### src/rtl/multi_clock_gen_pkg.sv
// Shared definitions for the multi-channel clock generator: source select
// encodings and the divide-ratio clamp.
package clocking_pkg;

  typedef enum logic [1:0] {
    SEL_OFF     = 2'b00,
    SEL_PLL     = 2'b01,
    SEL_EXT     = 2'b10,
    SEL_OFF_ALT = 2'b11
  } clk_sel_e;

  // Ratios 0 and 1 cannot form a high and a low phase, so they run as 2.
  function automatic int unsigned clamp_div(input int unsigned d);
    return (d < 2) ? 2 : d;
  endfunction

endpackage

### src/rtl/multi_clock_gen_if.sv
// Configuration request channel of multi_clock_gen: the requester holds
// valid and payload until cfg_ready is seen high.
interface multi_clock_gen_if #(
  parameter int NCH  = 2,
  parameter int DIVW = 4
) ();

  localparam int CHW = (NCH > 1) ? $clog2(NCH) : 1;

  logic            cfg_valid;
  logic [CHW-1:0]  cfg_ch;
  logic [1:0]      cfg_sel;
  logic [DIVW-1:0] cfg_div;
  logic            cfg_ready;

  modport master (output cfg_valid, cfg_ch, cfg_sel, cfg_div, input cfg_ready);
  modport slave  (input cfg_valid, cfg_ch, cfg_sel, cfg_div, output cfg_ready);

endinterface

### src/rtl/multi_clock_gen_clock_div_chan.sv
// One output channel: active/pending configuration, phase counter and the
// output flop, switching configuration only at a glitch-free low boundary.
module clock_div_chan
  import clocking_pkg::*;
#(
  parameter int          DIVW      = 4,
  parameter logic [1:0]  RESET_SEL = 2'b01,
  parameter int unsigned RESET_DIV = 2
) (
  input  logic            clk,
  input  logic            resetb,
  input  logic            ext_s,
  input  logic            load_valid,
  input  logic [1:0]      load_sel,
  input  logic [DIVW-1:0] load_div,
  output logic            clk_out,
  output logic            busy
);

  localparam logic [DIVW-1:0] ONE     = DIVW'(1);
  localparam logic [DIVW-1:0] RST_DIV = DIVW'(clamp_div(RESET_DIV));
  localparam logic [DIVW-1:0] RST_HI  = RST_DIV >> 1;

  clk_sel_e        act_sel_q, act_sel_d, pend_sel_q, pend_sel_d;
  logic [DIVW-1:0] act_div_q, act_div_d, pend_div_q, pend_div_d;
  logic [DIVW-1:0] cnt_q, cnt_d;
  logic            pend_q, pend_d, gap_q, gap_d, out_q, out_d;
  logic            boundary;

  function automatic logic [DIVW-1:0] hi_len(input logic [DIVW-1:0] d);
    return d >> 1;
  endfunction

  function automatic logic [DIVW-1:0] lo_len(input logic [DIVW-1:0] d);
    return d - (d >> 1);
  endfunction

  always_ff @(posedge clk or negedge resetb) begin
    if (!resetb) begin
      act_sel_q  <= clk_sel_e'(RESET_SEL);
      act_div_q  <= RST_DIV;
      pend_sel_q <= SEL_OFF;
      pend_div_q <= RST_DIV;
      cnt_q      <= RST_HI;
      pend_q     <= 1'b0;
      gap_q      <= 1'b1;
      out_q      <= 1'b0;
    end else begin
      act_sel_q  <= act_sel_d;
      act_div_q  <= act_div_d;
      pend_sel_q <= pend_sel_d;
      pend_div_q <= pend_div_d;
      cnt_q      <= cnt_d;
      pend_q     <= pend_d;
      gap_q      <= gap_d;
      out_q      <= out_d;
    end
  end

  // gap_q marks the single low cycle after a reset or reload; the next edge
  // starts a fresh high phase with cnt already holding its length.
  always_comb begin
    act_sel_d  = act_sel_q;
    act_div_d  = act_div_q;
    pend_sel_d = pend_sel_q;
    pend_div_d = pend_div_q;
    cnt_d      = cnt_q;
    pend_d     = pend_q;
    gap_d      = gap_q;
    out_d      = out_q;
    boundary   = 1'b0;

    unique case (act_sel_q)
      SEL_PLL: boundary = ~out_q & (gap_q | (cnt_q == ONE));
      SEL_EXT: boundary = ~out_q & ~ext_s;
      default: boundary = ~out_q;
    endcase

    if (pend_q && boundary) begin
      act_sel_d = pend_sel_q;
      act_div_d = pend_div_q;
      cnt_d     = hi_len(pend_div_q);
      gap_d     = 1'b1;
      out_d     = 1'b0;
      pend_d    = 1'b0;
    end else begin
      unique case (act_sel_q)
        SEL_PLL: begin
          if (gap_q) begin
            out_d = 1'b1;
            gap_d = 1'b0;
          end else if (cnt_q == ONE) begin
            out_d = ~out_q;
            cnt_d = out_q ? lo_len(act_div_q) : hi_len(act_div_q);
          end else begin
            cnt_d = cnt_q - ONE;
          end
        end
        SEL_EXT: out_d = ext_s;
        default: out_d = 1'b0;
      endcase
    end

    if (load_valid && !pend_q) begin
      pend_d     = 1'b1;
      pend_sel_d = clk_sel_e'(load_sel);
      pend_div_d = load_div;
    end
  end

  assign clk_out = out_q;
  assign busy    = pend_q;

endmodule

### src/rtl/multi_clock_gen.sv
// Multi-channel clock generator top: pad clock synchroniser, configuration
// decode onto the channels, and the ext_reset-aware core reset stager.
module multi_clock_gen
  import clocking_pkg::*;
#(
  parameter int          NCH        = 2,
  parameter int          DIVW       = 4,
  parameter int          RST_STAGES = 3,
  parameter logic [1:0]  RESET_SEL  = 2'b01,
  parameter int unsigned RESET_DIV  = 2
) (
  input  logic              pll_clk,
  input  logic              resetb,
  input  logic              ext_clk,
  input  logic              ext_reset,
  multi_clock_gen_if.slave  cfg,
  output logic [NCH-1:0]    clk_out,
  output logic [NCH-1:0]    ch_busy,
  output logic              resetb_sync
);

  localparam int CHW = (NCH > 1) ? $clog2(NCH) : 1;
  localparam int RCW = $clog2(RST_STAGES + 1);
  localparam logic [RCW-1:0] RST_DONE = RCW'(RST_STAGES);

  logic            ext_s1_q, ext_s1_d, ext_s2_q, ext_s2_d;
  logic [RCW-1:0]  rst_cnt_q, rst_cnt_d;
  logic [NCH-1:0]  load_valid;
  logic [DIVW-1:0] load_div;
  logic            cfg_ready_c;

  always_ff @(posedge pll_clk or negedge resetb) begin
    if (!resetb) begin
      ext_s1_q  <= 1'b0;
      ext_s2_q  <= 1'b0;
      rst_cnt_q <= '0;
    end else begin
      ext_s1_q  <= ext_s1_d;
      ext_s2_q  <= ext_s2_d;
      rst_cnt_q <= rst_cnt_d;
    end
  end

  always_comb begin
    ext_s1_d  = ext_clk;
    ext_s2_d  = ext_s1_q;
    rst_cnt_d = rst_cnt_q;
    if (ext_reset) begin
      rst_cnt_d = '0;
    end else if (rst_cnt_q != RST_DONE) begin
      rst_cnt_d = rst_cnt_q + RCW'(1);
    end
  end

  assign resetb_sync = (rst_cnt_q == RST_DONE);

  // A channel index beyond NCH is accepted and dropped so the requester never stalls.
  always_comb begin
    cfg_ready_c = 1'b1;
    load_valid  = '0;
    for (int i = 0; i < NCH; i++) begin
      if (cfg.cfg_ch == CHW'(i)) begin
        cfg_ready_c   = ~ch_busy[i];
        load_valid[i] = cfg.cfg_valid & ~ch_busy[i];
      end
    end
  end

  assign cfg.cfg_ready = cfg_ready_c;
  assign load_div      = DIVW'(clamp_div(32'(cfg.cfg_div)));

  for (genvar g = 0; g < NCH; g++) begin : g_chan
    clock_div_chan #(
      .DIVW      (DIVW),
      .RESET_SEL (RESET_SEL),
      .RESET_DIV (RESET_DIV)
    ) u_chan (
      .clk        (pll_clk),
      .resetb     (resetb),
      .ext_s      (ext_s2_q),
      .load_valid (load_valid[g]),
      .load_sel   (cfg.cfg_sel),
      .load_div   (load_div),
      .clk_out    (clk_out[g]),
      .busy       (ch_busy[g])
    );
  end

endmodule

### src/flat_wrapper.sv
// flat-port wrapper written by rule: the top's interface ports become plain ports
module multi_clock_gen_flat import clocking_pkg::*;
#(
  parameter int          NCH        = 2,
  parameter int          DIVW       = 4,
  parameter int          RST_STAGES = 3,
  parameter logic [1:0]  RESET_SEL  = 2'b01,
  parameter int unsigned RESET_DIV  = 2
)
  (pll_clk, resetb, ext_clk, ext_reset, clk_out, ch_busy, resetb_sync, cfg_cfg_valid, cfg_cfg_ch, cfg_cfg_sel, cfg_cfg_div, cfg_cfg_ready);
  multi_clock_gen_if #(.NCH(NCH), .DIVW(DIVW)) cfg_i ();
  input  logic pll_clk;
  input  logic resetb;
  input  logic ext_clk;
  input  logic ext_reset;
  output logic [NCH-1:0] clk_out;
  output logic [NCH-1:0] ch_busy;
  output logic resetb_sync;
  input wire logic [$bits(cfg_i.cfg_valid)-1:0] cfg_cfg_valid;
  input wire logic [$bits(cfg_i.cfg_ch)-1:0] cfg_cfg_ch;
  input wire logic [$bits(cfg_i.cfg_sel)-1:0] cfg_cfg_sel;
  input wire logic [$bits(cfg_i.cfg_div)-1:0] cfg_cfg_div;
  output wire logic [$bits(cfg_i.cfg_ready)-1:0] cfg_cfg_ready;
  assign cfg_i.cfg_valid = cfg_cfg_valid;
  assign cfg_i.cfg_ch = cfg_cfg_ch;
  assign cfg_i.cfg_sel = cfg_cfg_sel;
  assign cfg_i.cfg_div = cfg_cfg_div;
  assign cfg_cfg_ready = cfg_i.cfg_ready;
  multi_clock_gen #(.NCH(NCH), .DIVW(DIVW), .RST_STAGES(RST_STAGES), .RESET_SEL(RESET_SEL), .RESET_DIV(RESET_DIV)) u_core (.pll_clk(pll_clk), .resetb(resetb), .ext_clk(ext_clk), .ext_reset(ext_reset), .cfg(cfg_i), .clk_out(clk_out), .ch_busy(ch_busy), .resetb_sync(resetb_sync));
endmodule
### config.mk
export PLATFORM = sky130hd
export DESIGN_NAME = multi_clock_gen_flat
export DESIGN_NICKNAME = d
export VERILOG_FILES = /design/src/rtl/multi_clock_gen_pkg.sv /design/src/rtl/multi_clock_gen_if.sv /design/src/rtl/multi_clock_gen_clock_div_chan.sv /design/src/rtl/multi_clock_gen.sv /design/src/flat_wrapper.sv
export SDC_FILE = /design/constraint.sdc
export NUM_CORES = 1
export LEC_CHECK = 0
export ABC_AREA = 0
export CAP_MARGIN = 20
export CORE_ASPECT_RATIO = 2
export CORE_MARGIN = 2
export CORE_UTILIZATION = 30
export CTS_BUF_LIST = sky130_fd_sc_hd__clkbuf_4 sky130_fd_sc_hd__clkbuf_8 sky130_fd_sc_hd__clkbuf_16
export CTS_CLUSTER_DIAMETER = 30
export CTS_CLUSTER_SIZE = 30
export DETAILED_ROUTE_END_ITERATION = 8
export GPL_ROUTABILITY_DRIVEN = 0
export GPL_TIMING_DRIVEN = 0
export PLACE_DENSITY = 0.5
export SYNTH_ARGS = -nofsm -noshare
export SYNTH_HDL_FRONTEND = slang
export SYNTH_HIERARCHICAL = 1
export SYNTH_SLANG_ARGS = --single-unit
### constraint.sdc
create_clock -name pll_clk -period 3.84 [get_ports pll_clk]
set_clock_uncertainty 0.2 [all_clocks]
set_input_delay 0.768 -clock pll_clk [delete_from_list [all_inputs] [get_ports pll_clk]]
set_output_delay 0.768 -clock pll_clk [all_outputs]
set_load 0.005 [all_outputs]
## After elaboration in Yosys (flattened, before gate mapping)

Cells that the tools add are included.

| word-level totals | value |
|---|---|
| bits of input ports | 12 |
| word-level logic and storage cells | 97 |
| bits in latches | 0 |
| memory bits (read-only) | 0 |
| output and inout port bits | 6 |
| bits in writable memories | 0 |
| memories kept | 0 |
| bits in registers | 42 |

| cells by class | value |
|---|---|
| $add $sub $neg | 5 |
| shift-type cells | 0 |
| equal/unequal tests | 12 |
| $lt $le $gt $ge | 1 |
| reductions and logical operators | 13 |
| bitwise logic cells | 13 |
| multiply operators | 0 |
| divide/modulo/power cells | 0 |
| multiplexer cells | 34 |

Operators with widths:

| cell | count |
|---|---|
| $mux 4 | 11 |
| $mux 1 | 17 |
| $reduce_bool 2->1 | 5 |
| $eq 4x1->1 const B | 2 |
| $ne 4x4->1 const B | 2 |
| $pmux 1 s2 | 4 |
| $sub 4x1->4 const B | 2 |
| $sub 4x3->4 | 2 |
| $and 1x1->1 | 6 |
| $eq 2x2->1 const B | 3 |
| $not 1->1 | 5 |
| $eq 2x1->1 const B | 2 |
| $logic_and 1x1->1 | 4 |
| $lt 4x2->1 const B | 1 |
| $mux 2 | 2 |
| $ne 2x1->1 const B | 2 |
| $reduce_and 2->1 | 2 |
| $add 2x1->2 const B | 1 |
| $logic_not 1->1 | 2 |
| $ne 2x2->1 const B | 1 |
| $or 1x1->1 | 2 |

## Depth between registers and ports, before layout

| logic depth | value |
|---|---|
| word-level depth | 7 |
| depth in mapped cells | 8 |
| gate-level depth less buffers | 8 |

## Cells and area by module

The synthesis kept the hierarchy.

Modules (own cells, without submodules):

| module | area an instance (um^2) | cells an instance | seq. area each (um^2) | times used |
|---|---|---|---|---|
| clock_div_chan | 1124.8 | 111 | 481.7 | 2 |
| multi_clock_gen | 187.7 | 17 | 100.1 | 1 |

## Least setup slack after synthesis

OpenSTA, ideal clock, no wires.

| timing | value |
|---|---|
| path kind | reg-to-reg |
| start | register u_core.g_chan[0].u_chan.cnt_q[0] |
| end | register u_core.g_chan[0].u_chan.cnt_q[2] |
| arrival | 1947 ps |
| required time | 3512 ps |
| setup time | 128 ps |
| clock period less this slack | 2275 ps |
| slack | 1565 ps |
| stages on the path, launching flop included | 8 |
| path buffers | 2 |
| cells stage by stage | dfstp_2 > ha_1 > or3b_1 > buf_6 > a2111oi_4 > buf_6 > mux2i_1 > o41ai_1 |

| on the way | value |
|---|---|
| cells in the longest elaborated chain, start to end | 7 |
| elaborated cells between the ends (all ways) | 13 |
| those cells by class | add/sub (1); eq/ne (2); mux (5); bitwise (2); reduce/logical (3) |

RTL lines:

| item | line | text |
|---|---|---|
| from (decl) | multi_clock_gen_clock_div_chan.sv:26 | `logic [DIVW-1:0] cnt_q, cnt_d;` |
| from (signal assigned) | multi_clock_gen_clock_div_chan.sv:53 | `cnt_q <= cnt_d;` |
| $eq 4x1->1 | multi_clock_gen_clock_div_chan.sv:74, multi_clock_gen_clock_div_chan.sv:92 |  |
| $or 1x1->1 | multi_clock_gen_clock_div_chan.sv:74 | `SEL_PLL: boundary = ~out_q & (gap_q \| (cnt_q == ONE));` |
| $and 1x1->1 | multi_clock_gen_clock_div_chan.sv:74 |  |
| $pmux 1 s2 | multi_clock_gen_clock_div_chan.sv:73 | `unique case (act_sel_q)` |
| $logic_and 1x1->1 | multi_clock_gen_clock_div_chan.sv:79 | `if (pend_q && boundary) begin` |
| $ne 2x1->1 (no source line) or $reduce_bool 2->1 (tied branches) | n/a |  |
| $reduce_and 2->1 (no source line) | n/a |  |

Parallel ways exist; a longest one is shown, timed or not. The select of a mux whose other input is x is not followed.
A chain may end at the register's enable or synchronous reset.

## Worst setup path in the final report

| timing | value |
|---|---|
| start | input port cfg_cfg_ch |
| end | output port cfg_cfg_ready |

| on the way | value |
|---|---|
| cells in the longest elaborated chain, start to end | 1 |

RTL lines:

| item | line | text |
|---|---|---|
| from (decl) | flat_wrapper.sv:20 | `input wire logic [$bits(cfg_i.cfg_ch)-1:0] cfg_cfg_ch;` |
| $mux 1 | multi_clock_gen.sv:62 | `if (cfg.cfg_ch == CHW'(i)) begin` |
| to (decl) | flat_wrapper.sv:23 | `output wire logic [$bits(cfg_i.cfg_ready)-1:0] cfg_cfg_ready;` |

Every way passes these cells.

==> metrics.txt <==
outcome=finished, final reports clean; DRT Pass-1 Iters=4; Hold Path Class=reg -> reg; number of diodes=0; CTS tree=yes; Top-Level Pins=18; clock tree buffer depth=2; Rel. slew slack=a little under 70%; Die Area=slightly below 9000 um^2; FF-to-FF Start=u_core/g_chan[0].u_chan/cnt_q[0]; Die Y=131.5 um; clk sinks=between 40 and 50; synth unique cells=36; Post-synth ARST share=100.0%; final WL=between 5 and 6 mm; pins over their slew limit=0; number of remaining DRC errors=0; crit path to=cfg_cfg_ready; postcts setup bufs=0; Pwr Density=839.8 nW/um^2; vias in the first global route=around 1900; ys flop type=dfrtp_1; Max-cap violations=0; final core occ=a little under two fifths; clock network fraction of total power=between 10% and 20%; Post-DRT Antenna Nets=0; fin area=just under 3000 um^2; Pint=1.490 mW; warnings from Yosys=6; slew of the pin with the lowest slew margin=roughly 0.46 ns; EDFF count, synth=0; crit end category=primary output; CTS Buf Count=5; dpl cells=between 300 and 400; Syn Inst Count=around 240; Port Buffers=17; ranking of synthesized cells by area=dfrtp_1, dfstp_2, ha_1; Initial DRC Count=62; via density per instance=roughly 4.9; CP max FO=3; Site Rows=46; Nets=slightly below 300; Clock transition at path regs=~0.06 ns; vias=1782; Initial Util=30.91%; Mapped Nets=roughly 270; most common cell in the netlist=dfrtp_1; Critical Path AT=around 2 ns; Final Hold Viols=0; Global Route Usage Sum=a little over an eighth; top post-synthesis cells by count=dfrtp_1, inv_1, nor2_1, ha_1, nand2_1; Final Setup Violations=0; placed cell areas=between 2000 and 3000 um^2; Area growth syn-to-layout=18.74%; Setup TNS Final=0 ns; share of layout cells above drive strength 1=between 10% and 20%; routed length per instance=approximately 15 um; Max H-tree Level=2; Leak Pwr=~1.2 nW; global route overflow=0; DP Wirelength=4.358 mm; maximum clock rate=337.4 MHz; fin crit share=between 70 and 80%; Startpoint Class=input pin; post_cts resized=0; first-pass GRT wire length=about 9 mm; Hold Crit Start=u_core/ext_s1_q; RSZ-0062 raised after global routing=false; R2R depth=7; pin count of the biggest net entering global routing=32; core area=7885 um^2; Clock Root Buffer=clkbuf_16; IR drop worst, VDD=~0.00025 V; slowest cell on the critical path=clkdlybuf4s50_1; Comb pwr share=47.0%; final std cells w/o fill=about 360; crit path cell chain=clkdlybuf4s50_1, mux2i_1, clkdlybuf4s50_1; share of power burned in registers=between 30% and 40%; WS Path Type=in -> out; fill cell count=803; Switching Fraction=just under 40%; hold-fix buffers at CTS=0; min Tclk post-route=just under 3 ns; R2R setup slack=roughly 1.3 ns; Worst-Skew Late Latency=0.29 ns; sequential fraction of the synthesis area=a little over two fifths; Synth top area share=between 30% and 40%; initial antenna violation count=0; CP most frequent cell=clkdlybuf4s50_1; largest area contributor in the netlist=dfrtp_1; Mapped Avg Cell Area=about 10 um^2; overall die width=approximately 68 um; Worst Path Required=between 2 and 3 ns; post-synthesis register bit count=between 40 and 50; synthesized cell area=~2400 um^2; capturing point of the worst reg2reg path=u_core/g_chan[0].u_chan/cnt_q[2]; worst stage delay on the critical path=around 0.52 ns; beginning of the critical path=cfg_cfg_ch; NetSw=0.9404 mW
## per-layer routing
| layer | part of all wire (%) | vias to the layer above | global-route usage [%] | routed length [um] |
|---|---|---|---|---|
| met5 | 0 | - | 0 | 0 |
| met4 | 2.0 | 0 | 5.442 | 105 |
| met3 | 1.8 | 8 | 2.568 | 95 |
| met2 | 62 | 11 | 27.29 | 3344 |
| met1 | 34 | 885 | 11.78 | 1811 |
| li1 | - | 878 | - | - |
## critical path: cells and delay by family
family / cells / cell delay (ns)
buffers and inverters: 2 / 1.04
multiplexers: 1 / 0.19
## registers in the layout, summed over array words and instances, names as in the netlist
signal	cells
u_core/g_chan.u_chan/busy	2
u_core/g_chan.u_chan/pend_div_q	8
u_core/ext_s1_q	1
u_core/g_chan.u_chan/gap_q	2
u_core/rst_cnt_q	2
u_core/g_chan.u_chan/act_sel_q	4
u_core/g_chan.u_chan/act_div_q	8
u_core/g_chan.u_chan/pend_sel_q	4
u_core/g_chan.u_chan/cnt_q	8
u_core/g_chan.u_chan/clk_out	2
u_core/ext_s2_q	1
## worst min path at each step
stage,to,cells after the start
3_5_place_dp,u_core/ext_s2_q,0
4_1_cts,u_core/ext_s2_q,0
5_1_grt,u_core/ext_s2_q,0
2_1_floorplan,u_core/ext_s2_q,0
6_report,u_core/ext_s2_q,0
3_3_place_gp,u_core/ext_s2_q,0
## through the flow
| step | setup slack, ns | total power [mW] | hold slack (ns) |
|---|---|---|---|
| 2_1_floorplan | 1.565 | 1.691 | 0.1312 |
| 3_3_place_gp | 0.6030 | 1.992 | 0.1313 |
| 3_5_place_dp | 0.8626 | 2.025 | 0.1358 |
| 4_1_cts | 0.8671 | 2.473 | 0.1499 |
| 5_1_grt | 0.8496 | 2.647 | 0.1589 |
| 6_report | 0.8759 | 2.430 | 0.1460 |
## cells in the final DEF, fill, tap and decap left out, drive strengths merged
master	instances
dfrtp	32
and3b	2
clkinv	1
clkdlybuf4s50	16
ha	15
a211oi	4
xor2	1
nor2	23
buf	8
o21ai	18
inv	26
fa	2
or3b	2
o21bai	3
nor4b	4
nor2b	6
a2111oi	4
nor3	4
clkbuf	12
dfstp	10
nor3b	3
a21oi	12
a21o	2
nand2b	4
o22ai	2
xnor2	2
a2bb2oi	2
o41ai	2
nand2	15
mux2i	8
clkinvlp	1
a2111o	2
a311o	2
o31a	1
mux2	12
o2111ai	2
## power groups by stage
stage | registers, mW | logic [mW] | clock network (mW)
after global routing | 0.888 | 1.29 | 0.467
after detailed placement | 0.861 | 1.16 | 0
after floorplan | 0.814 | 0.877 | 0
after global placement | 0.857 | 1.13 | 0
after CTS | 0.856 | 1.17 | 0.449
final | 0.853 | 1.14 | 0.435
## cells by family (layout without fill, tap and decap cells)
group / after synthesis / count (layout) / share of synthesized area [%]
AND/OR/NAND/NOR: 63 / 63 / 13.04
AO/OA/AOI/OAI: 56 / 56 / 16.68
flip-flops: 42 / 42 / 43.63
buffers and inverters: 38 / 64 / 7.392
multiplexers: 20 / 20 / 8.830
adder cells (fa/ha/maj): 17 / 17 / 9.343
XOR/XNOR: 3 / 3 / 1.078
## final cells by class
class | instances | area, um^2 | share of cell area (%)
multi-input cells | 159 | 1194 | 41.24
well taps | 96 | 120.1 | 4.150
inverters | 26 | 97.59 | 3.372
repair buffers | 18 | 185.2 | 6.399
plain buffers | 12 | 82.58 | 2.853
flip-flops and latches | 42 | 1064 | 36.75
clock inverters | 2 | 12.51 | 0.4323
clock buffers | 6 | 138.9 | 4.799
(Power assumes the default switching activity.)
